==> src/rtl/zle_pkg.sv <==
// Shared constants and types for the ZLE stream blocks.
package zle_pkg;

   localparam int ZLE_W = 4;

   localparam logic TAG_A = 1'b0;
   localparam logic TAG_B = 1'b1;

   typedef enum logic [1:0] {
      ST_IDLE  = 2'd0,
      ST_GNT_A = 2'd1,
      ST_GNT_B = 2'd2
   } zle_state_e;

endpackage

==> src/rtl/zle_merge2_if.sv <==
// Token channel bundle between two ZLE encoders, the merger and the shared downstream channel.
interface zle_merge2_if
   import zle_pkg::*;
#(
   parameter int W = ZLE_W
);

   logic [W-1:0] a_d;
   logic         a_v;
   logic         a_b;
   logic [W-1:0] b_d;
   logic         b_v;
   logic         b_b;
   logic [W:0]   o_d;
   logic         o_v;
   logic         o_b;

   // Environment side: encoders and downstream consumer.
   modport master (
      output a_d, a_v, b_d, b_v, o_b,
      input  a_b, b_b, o_d, o_v
   );

   // Merger side.
   modport slave (
      input  a_d, a_v, b_d, b_v, o_b,
      output a_b, b_b, o_d, o_v
   );

endinterface

==> src/rtl/zle_obuf.sv <==
// One-entry valid/backpressure register slice; may refill in the cycle it drains.
module zle_obuf
   import zle_pkg::*;
#(
   parameter int DW = ZLE_W + 1
) (
   input  logic          clock,
   input  logic          reset,
   input  logic [DW-1:0] in_d,
   input  logic          load,
   output logic [DW-1:0] o_d,
   output logic          o_v,
   input  logic          o_b,
   output logic          full,
   output logic          can_load
);

   logic          full_q;
   logic [DW-1:0] data_q;

   // NOTE: state registers use non-blocking assignments so every flop samples pre-edge values.
   always_ff @(posedge clock or negedge reset) begin
      if (!reset) begin
         full_q <= 1'b0;
         // NOTE: the data register is reset too, since o_d is visible and defined as zero after reset.
         data_q <= '0;
      end else begin
         if (load) begin
            full_q <= 1'b1;
            data_q <= in_d;
         end else if (full_q && !o_b) begin
            full_q <= 1'b0;
         end
      end
   end

   assign full     = full_q;
   assign o_v      = full_q;
   assign o_d      = data_q;
   assign can_load = !full_q || !o_b;

endmodule

==> src/rtl/zle_merge2.sv <==
// Round-robin burst merger of two ZLE token streams onto one tagged output channel.
module zle_merge2
   import zle_pkg::*;
#(
   parameter int W         = ZLE_W,
   parameter int MAX_BURST = 8,
   parameter int CW        = 4
) (
   input  logic        clock,
   input  logic        reset,
   zle_merge2_if.slave bus
);

   zle_state_e    state_q, state_d;
   logic [CW-1:0] cnt_q, cnt_d;
   logic          last_q, last_d;
   logic          load;
   logic          can_load;
   logic          full_unused;
   logic [W:0]    in_d;
   logic [W:0]    o_d;
   logic          o_v;
   logic          a_b, b_b;
   logic          burst_end;

   assign burst_end = (cnt_q == CW'(MAX_BURST - 1));

   always_ff @(posedge clock or negedge reset) begin
      if (!reset) begin
         state_q <= ST_IDLE;
         cnt_q   <= '0;
         last_q  <= TAG_B;
      end else begin
         state_q <= state_d;
         cnt_q   <= cnt_d;
         last_q  <= last_d;
      end
   end

   always_comb begin
      // NOTE: every output of this block gets a default first, so no path can infer a latch.
      state_d = state_q;
      cnt_d   = cnt_q;
      last_d  = last_q;
      load    = 1'b0;
      in_d    = {TAG_A, bus.a_d};
      a_b     = 1'b1;
      b_b     = 1'b1;

      case (state_q)
         ST_IDLE: begin
            cnt_d = '0;
            if (bus.a_v && bus.b_v) begin
               state_d = (last_q == TAG_A) ? ST_GNT_B : ST_GNT_A;
            end else if (bus.a_v) begin
               state_d = ST_GNT_A;
            end else if (bus.b_v) begin
               state_d = ST_GNT_B;
            end
         end

         ST_GNT_A: begin
            a_b = !can_load;
            if (bus.a_v && can_load) begin
               load = 1'b1;
               if (burst_end) begin
                  state_d = ST_IDLE;
                  last_d  = TAG_A;
                  cnt_d   = '0;
               end else begin
                  cnt_d = cnt_q + CW'(1);
               end
            end else if (!bus.a_v && bus.b_v) begin
               // Idle grant yields to a waiting peer without taking a token.
               state_d = ST_IDLE;
               last_d  = TAG_A;
            end
         end

         ST_GNT_B: begin
            b_b  = !can_load;
            in_d = {TAG_B, bus.b_d};
            if (bus.b_v && can_load) begin
               load = 1'b1;
               if (burst_end) begin
                  state_d = ST_IDLE;
                  last_d  = TAG_B;
                  cnt_d   = '0;
               end else begin
                  cnt_d = cnt_q + CW'(1);
               end
            end else if (!bus.b_v && bus.a_v) begin
               state_d = ST_IDLE;
               last_d  = TAG_B;
            end
         end

         default: begin
            state_d = ST_IDLE;
         end
      endcase
   end

   // full mirrors o_v here; the slice exposes it for other stream blocks.
   zle_obuf #(
      .DW(W + 1)
   ) u_obuf (
      .clock    (clock),
      .reset    (reset),
      .in_d     (in_d),
      .load     (load),
      .o_d      (o_d),
      .o_v      (o_v),
      .o_b      (bus.o_b),
      .full     (full_unused),
      .can_load (can_load)
   );

   assign bus.a_b = a_b;
   assign bus.b_b = b_b;
   assign bus.o_d = o_d;
   assign bus.o_v = o_v;

endmodule
==> src/flat_wrapper.sv <==
// flat-port wrapper written by rule: the top's interface ports become plain ports
module zle_merge2_flat import zle_pkg::*;
#(
   parameter int W         = ZLE_W,
   parameter int MAX_BURST = 8,
   parameter int CW        = 4
)
  (clock, reset, bus_a_d, bus_a_v, bus_b_d, bus_b_v, bus_o_b, bus_a_b, bus_b_b, bus_o_d, bus_o_v);
  zle_merge2_if #(.W(W)) bus_i ();
  input  logic clock;
  input  logic reset;
  input wire logic [$bits(bus_i.a_d)-1:0] bus_a_d;
  input wire logic [$bits(bus_i.a_v)-1:0] bus_a_v;
  input wire logic [$bits(bus_i.b_d)-1:0] bus_b_d;
  input wire logic [$bits(bus_i.b_v)-1:0] bus_b_v;
  input wire logic [$bits(bus_i.o_b)-1:0] bus_o_b;
  output wire logic [$bits(bus_i.a_b)-1:0] bus_a_b;
  output wire logic [$bits(bus_i.b_b)-1:0] bus_b_b;
  output wire logic [$bits(bus_i.o_d)-1:0] bus_o_d;
  output wire logic [$bits(bus_i.o_v)-1:0] bus_o_v;
  assign bus_i.a_d = bus_a_d;
  assign bus_i.a_v = bus_a_v;
  assign bus_i.b_d = bus_b_d;
  assign bus_i.b_v = bus_b_v;
  assign bus_i.o_b = bus_o_b;
  assign bus_a_b = bus_i.a_b;
  assign bus_b_b = bus_i.b_b;
  assign bus_o_d = bus_i.o_d;
  assign bus_o_v = bus_i.o_v;
  zle_merge2 #(.W(W), .MAX_BURST(MAX_BURST), .CW(CW)) u_core (.clock(clock), .reset(reset), .bus(bus_i));
endmodule
==> config.mk <==
export PLATFORM = sky130hd
export DESIGN_NAME = zle_merge2_flat
export DESIGN_NICKNAME = d
export VERILOG_FILES = /design/src/rtl/zle_pkg.sv /design/src/rtl/zle_merge2_if.sv /design/src/rtl/zle_obuf.sv /design/src/rtl/zle_merge2.sv /design/src/flat_wrapper.sv
export SDC_FILE = /design/constraint.sdc
export NUM_CORES = 1
export LEC_CHECK = 0
export ABC_AREA = 1
export CAP_MARGIN = 15
export CORE_AREA = 2 2 49 51
export CTS_CLUSTER_SIZE = 25
export DETAILED_ROUTE_END_ITERATION = 7
export DIE_AREA = 0 0 51 53
export GPL_TIMING_DRIVEN = 0
export PLACE_DENSITY = 0.73
export SLEW_MARGIN = 30
export SYNTH_ARGS = -nofsm -noshare
export SYNTH_HDL_FRONTEND = slang
export SYNTH_SLANG_ARGS = --single-unit
==> constraint.sdc <==
create_clock -name clock -period 3.3 [get_ports clock]
set_clock_uncertainty 0.15 [all_clocks]
set_input_delay 0.66 -clock clock [delete_from_list [all_inputs] [get_ports clock]]
set_output_delay 0.66 -clock clock [all_outputs]
set_load 0.02 [all_outputs]
# Word level (Yosys, flattened, before mapping)
# Index checks and enable logic that the tools add are counted.
dict set report classes {
  addsub 1
  eq_ne 10
  n_mux 29
  n_reduce_logical 19
}
# operator count
set op_table {}
lappend op_table {{2-bit two-way mux} 9}
lappend op_table {{1-bit two-way mux} 12}
lappend op_table {{4-bit two-way mux} 3}
lappend op_table {{4-bit case mux with 3 select lines} 1}
lappend op_table {{1-bit logical AND} 6}
lappend op_table {{3-bit by 1-bit != test with 1-bit output, second input constant} 2}
lappend op_table {{3-bit by 2-bit != test with 1-bit output, second input constant} 2}
lappend op_table {{2-bit case mux with 3 select lines} 1}
lappend op_table {{3-bit AND reduction} 2}
lappend op_table {{1-bit logical NOT} 5}
lappend op_table {{5-bit two-way mux} 1}
lappend op_table {{5-bit AND reduction} 1}
lappend op_table {{4-bit by 1-bit adder with 4-bit output, second input constant} 1}
lappend op_table {{4-bit by 3-bit equality test with 1-bit output, second input constant} 1}
lappend op_table {{2-bit by 1-bit != test with 1-bit output, second input constant} 2}
lappend op_table {{4-bit by 3-bit != test with 1-bit output, second input constant} 1}
lappend op_table {{1-bit case mux with 2 select lines} 2}
lappend op_table {{2-bit nonzero test} 2}
lappend op_table {{3-bit nonzero test} 1}
lappend op_table {{2-bit by 1-bit equality test with 1-bit output, second input constant} 1}
lappend op_table {{2-bit equality test, second input constant} 1}
lappend op_table {{2-bit logical NOT} 1}
lappend op_table {{1-bit logical OR} 1}
dict set report word_totals {
  ff_bits 13
  input_bits 13
  wordCells 64
}

# Depth between registers and ports, before layout
dict set report logic_depth {
  ltp_word 6
  mapped_depth 9
  depth_no_buf 8
}

# Modules after synthesis
# From an unflattened synthesis, not the netlist that was laid out.
dict set report hier_totals {
  hier_cells 114
  hier_area_um2 875.8
}
# mod instances cells_per_inst area_per_inst_um2 seq_area_each_um2
set by_module_without_submodules {}
lappend by_module_without_submodules {zle_merge2 1 89 650.6 176.4}
lappend by_module_without_submodules {zle_obuf 1 25 225.2 150.1}

# Worst setup path before layout
# No wires, ideal clock.
dict set report synth_path {
  path_kind {reg-to-output}
  startpoint {register u_core.state_q[0]}
  endpoint {output bus_b_b}
  t_arrival_ps 967
  path_slack_ps 1523
  stages_incl_launch_ff 5
  path_buffers 1
  path_cell_list {dfrtp_1 -> inv_1 -> ha_1 -> buf_4 -> nand2_1}
}
dict set report synth_between {
  elab_chain_cells 2
}
# item line_no
set synth_lines {}
lappend synth_lines {{from (decl)} zle_merge2.sv:14} ;# zle_state_e state_q, state_d;
lappend synth_lines {{from (signal assigned)} zle_merge2.sv:34} ;# state_q <= state_d;
lappend synth_lines {{2-bit equality test} zle_merge2.sv:50} ;# case (state_q)
lappend synth_lines {{1-bit two-way mux} zle_merge2.sv:50}
lappend synth_lines {{to (decl)} flat_wrapper.sv:18} ;# output wire logic [$bits(bus_i.b_b)-1:0] bus_b_b;
# No other way between the ends.

# Worst setup path in the final report
dict set report layout_path {
  startpoint {input bus_o_b}
  endpoint {output bus_b_b}
}
dict set report layout_between {
  elab_chain_cells 4
}
# item line_no
set layout_lines {}
lappend layout_lines {{from (decl)} flat_wrapper.sv:16} ;# input wire logic [$bits(bus_i.o_b)-1:0] bus_o_b;
lappend layout_lines {{1-bit logical NOT} zle_obuf.sv:40} ;# assign can_load = !full_q || !o_b;
lappend layout_lines {{1-bit logical OR} zle_obuf.sv:40}
lappend layout_lines {{1-bit logical NOT} zle_merge2.sv:81} ;# b_b = !can_load;
lappend layout_lines {{1-bit two-way mux} zle_merge2.sv:50}
# No other way between the ends.

==> results.yml <==
status:
  outcome: "finished, final reports clean"
timing:
  timing.final.crit_period_ns: 2.71
  maximum_clock_frequency_ghz: 0.369
  final-setup-viol-count: 0
  final.period_utilization: 0.821
  final.setup.tns_ns: 0
  worst_slew_margin_rel: 0.611
  worst_slew_pin_slew_ns: 0.581
  report.final.slew_viol_count: 0
  rsz0062_at_grt: "false"
  report.final.hold_viol_count: 0
worst_setup_path:
  crit_path_end_kind: "output port"
  worst-r2r-cell-count: 7
  critPathArrivalTime_ns: 1.90
  worstReg2RegStart: "u_core.state_q[0]"
  ff2ff_setup_slack_ns: 1.67
  critical_path_class: "in -> out"
  worst_setup_path_start_kind: "input pin"
  crit_required_ns: 2.49
  r2r_end: "u_core.u_obuf.o_d[2]"
  crit_fanout: 7
drt:
  initial_drc_count: 14
  post_drt_wl_per_cell_um: 10.5
  final_antenna_net_count: 0
  remaining_drc_errors: 0
  routed_wirelength_um: 1730
  detail_route.vias_per_cell: 4.59
  first_pass_iters: 4
  vias: 752
grt:
  overflow: 0
  grt_start_max_net_pins: 14
  wire_length_of_the_first_global_routing_pass_um: 2950
  initial_antenna_violation_count: 0
  global_route.usage.total: 0.145
  first_global_vias: 689
floorplan:
  row_count: 17
  dieArea_um2: 2700
  number_of_i_o_pins: 21
  die_y_um: 53
  core_region_area_um2: 2150
  starting_density_of_the_core: 0.386
  die_width_um: 51
power:
  switchingPower_w: 0.000427
  cell_internal_pwr_w: 0.000509
  p_comb_frac: 0.604
  power.share.sequential: 0.293
  power_density_nw_per_um2: 858
  swShare: 0.456
  vdd_drop_max_mv: 0.545
  clock_power_share: 0.103
  power_leakage_nw: 0.558
min_path:
  hold_path_startpoint: "u_core.last_q"
  tightest_hold_check_type: "reg -> reg"
  min_to: "u_core.last_q"
  holdPathStages: 2
place:
  finalWeightedCongestion: 0.760
  placed_cells_incl_taps: 160
  dp_hpwl_um: 1380
  port-buffer-count: 20
  post_dp_cell_area_um2: 1060
layout:
  final_cells: 164
  area.growth.synth_to_final_pct: 31.5
  final_layout_size_suffix_gt1_frac: 0.0956
  fin_util: 0.508
  design_area_um2: 1090
  top_library_cells_by_usage_in_the_layout_fill_and_taps_aside: "sky130_fd_sc_hd__nand2_1, sky130_fd_sc_hd__clkdlybuf4s50_1, sky130_fd_sc_hd__dfrtp_1"
  nets: 155
  layout_commonest_cell: "sky130_fd_sc_hd__nand2_1"
  ant_cells: 0
logic_synthesis:
  ys_ff_latch: 13
  avgSynthCellArea_um2: 7.41
  synth_cell_type_count: 18
  sequential_to_total_area_share_from_yosys_stat: 0.394
  synth-warning-count: 0
  syn-num-nets: 130
  synth_area_um2: 830
  postSynthCellCount: 112
clock_tree:
  clock_insertion_delay_worst_skew_ns: 0.27
  cts.path.max_buffers: 2
  clkSinkCount: 13
  holdBufCountCts: 0
  cts_tree: "built"
  clock-root-buffer: "sky130_fd_sc_hd__clkbuf_4"
  post_cts_resize_count: 0
  cts_inserted_buffers: 3
  worst_setup_hold_path_clk_slew_ns: 0.08
  cts_setup_buffers: 0
  h_tree_depth: 1
flow_run:
  cap_viol_max_count: 0
## cells in the mapped netlist
library cell,instances,share of area
sky130_fd_sc_hd__nand3_1,10,0.060
sky130_fd_sc_hd__nand2_2,2,0.015
sky130_fd_sc_hd__nor2_2,2,0.015
sky130_fd_sc_hd__dfrtp_1,12,0.36
sky130_fd_sc_hd__o21ai_0,3,0.018
sky130_fd_sc_hd__nand3_2,1,0.012
sky130_fd_sc_hd__inv_1,10,0.045
sky130_fd_sc_hd__nand4_1,1,0.0075
sky130_fd_sc_hd__buf_4,1,0.0091
sky130_fd_sc_hd__ha_1,5,0.075
sky130_fd_sc_hd__or2_0,4,0.030
sky130_fd_sc_hd__dfstp_2,1,0.032
sky130_fd_sc_hd__o211ai_1,4,0.036
sky130_fd_sc_hd__nand2_4,1,0.014
sky130_fd_sc_hd__nand2_1,43,0.19
sky130_fd_sc_hd__inv_2,1,0.0045
sky130_fd_sc_hd__nor2_1,10,0.045
sky130_fd_sc_hd__nand3b_4,1,0.024
## per-layer routing
layer  global-route usage  routed length (um)
met4               0.0631                  10
met3               0.0311                  38
met1                0.178                 849
met5                    0                   0
met2                0.245                 827
## flip-flops by register name, summed over array words and instances, names as in the netlist
register and count:
u_core.last_q 1, u_core.cnt_q 4, u_core.u_obuf.full 1, u_core.u_obuf.o_d 5, u_core.state_q 2
## power groups by stage
stage	sequential, W	clock (W)	combinational, W
2_1_floorplan	0.000310	0	0.000347
3_3_place_gp	0.000272	0	0.000556
3_5_place_dp	0.000277	0	0.000568
4_1_cts	0.000273	0.000102	0.000570
5_1_grt	0.000281	0.000107	0.000634
6_report	0.000274	0.0000964	0.000566
## how the worst max path moves through the flow
stage / start / endpoint / cells after the start
6_report: bus_o_b / bus_b_b / 4
5_1_grt: bus_o_b / bus_b_b / 4
4_1_cts: bus_o_b / bus_b_b / 4
3_5_place_dp: bus_o_b / bus_b_b / 4
3_3_place_gp: bus_o_b / bus_a_b / 4
2_1_floorplan: u_core.state_q[0] / bus_b_b / 4
## logic make-up (layout without fill, tap and decap cells)
logic type      count (synthesis)  in the layout  synth area share
compound gates                  7              7            0.0543
simple gates                   75             75             0.418
buf+inv                        12             36            0.0588
fa+ha+maj                       5              5            0.0754
flops                          13             13             0.394
## cell type report
| class | instances | area [um^2] |
|---|---|---|
| Inverter | 11 | 41.3 |
| Timing Repair Buffer | 20 | 200 |
| Sequential cell | 13 | 327 |
| Multi-Input combinational cell | 87 | 454 |
| Clock buffer | 4 | 26.3 |
| Fill cell | 205 | 1060 |
| Buffer | 1 | 7.51 |
| Tap cell | 28 | 35.0 |
## critical path, stage by stage
cell	delay [ns]
sky130_fd_sc_hd__clkdlybuf4s50_1	0.47
sky130_fd_sc_hd__nand2_2	0.10
sky130_fd_sc_hd__nand2_1	0.07
sky130_fd_sc_hd__clkdlybuf4s50_1	0.60
## through the flow
| step | worst slack, ns | power [W] | hold WS [ns] |
|---|---|---|---|
| floorplan | 1.52 | 0.000657 | 0.214 |
| global placement | 0.596 | 0.000828 | 0.300 |
| detailed placement | 0.580 | 0.000844 | 0.306 |
| CTS | 0.579 | 0.000945 | 0.319 |
| global route | 0.534 | 0.00102 | 0.345 |
| finish | 0.589 | 0.000937 | 0.316 |
Power figures use the tool's default switching activity.
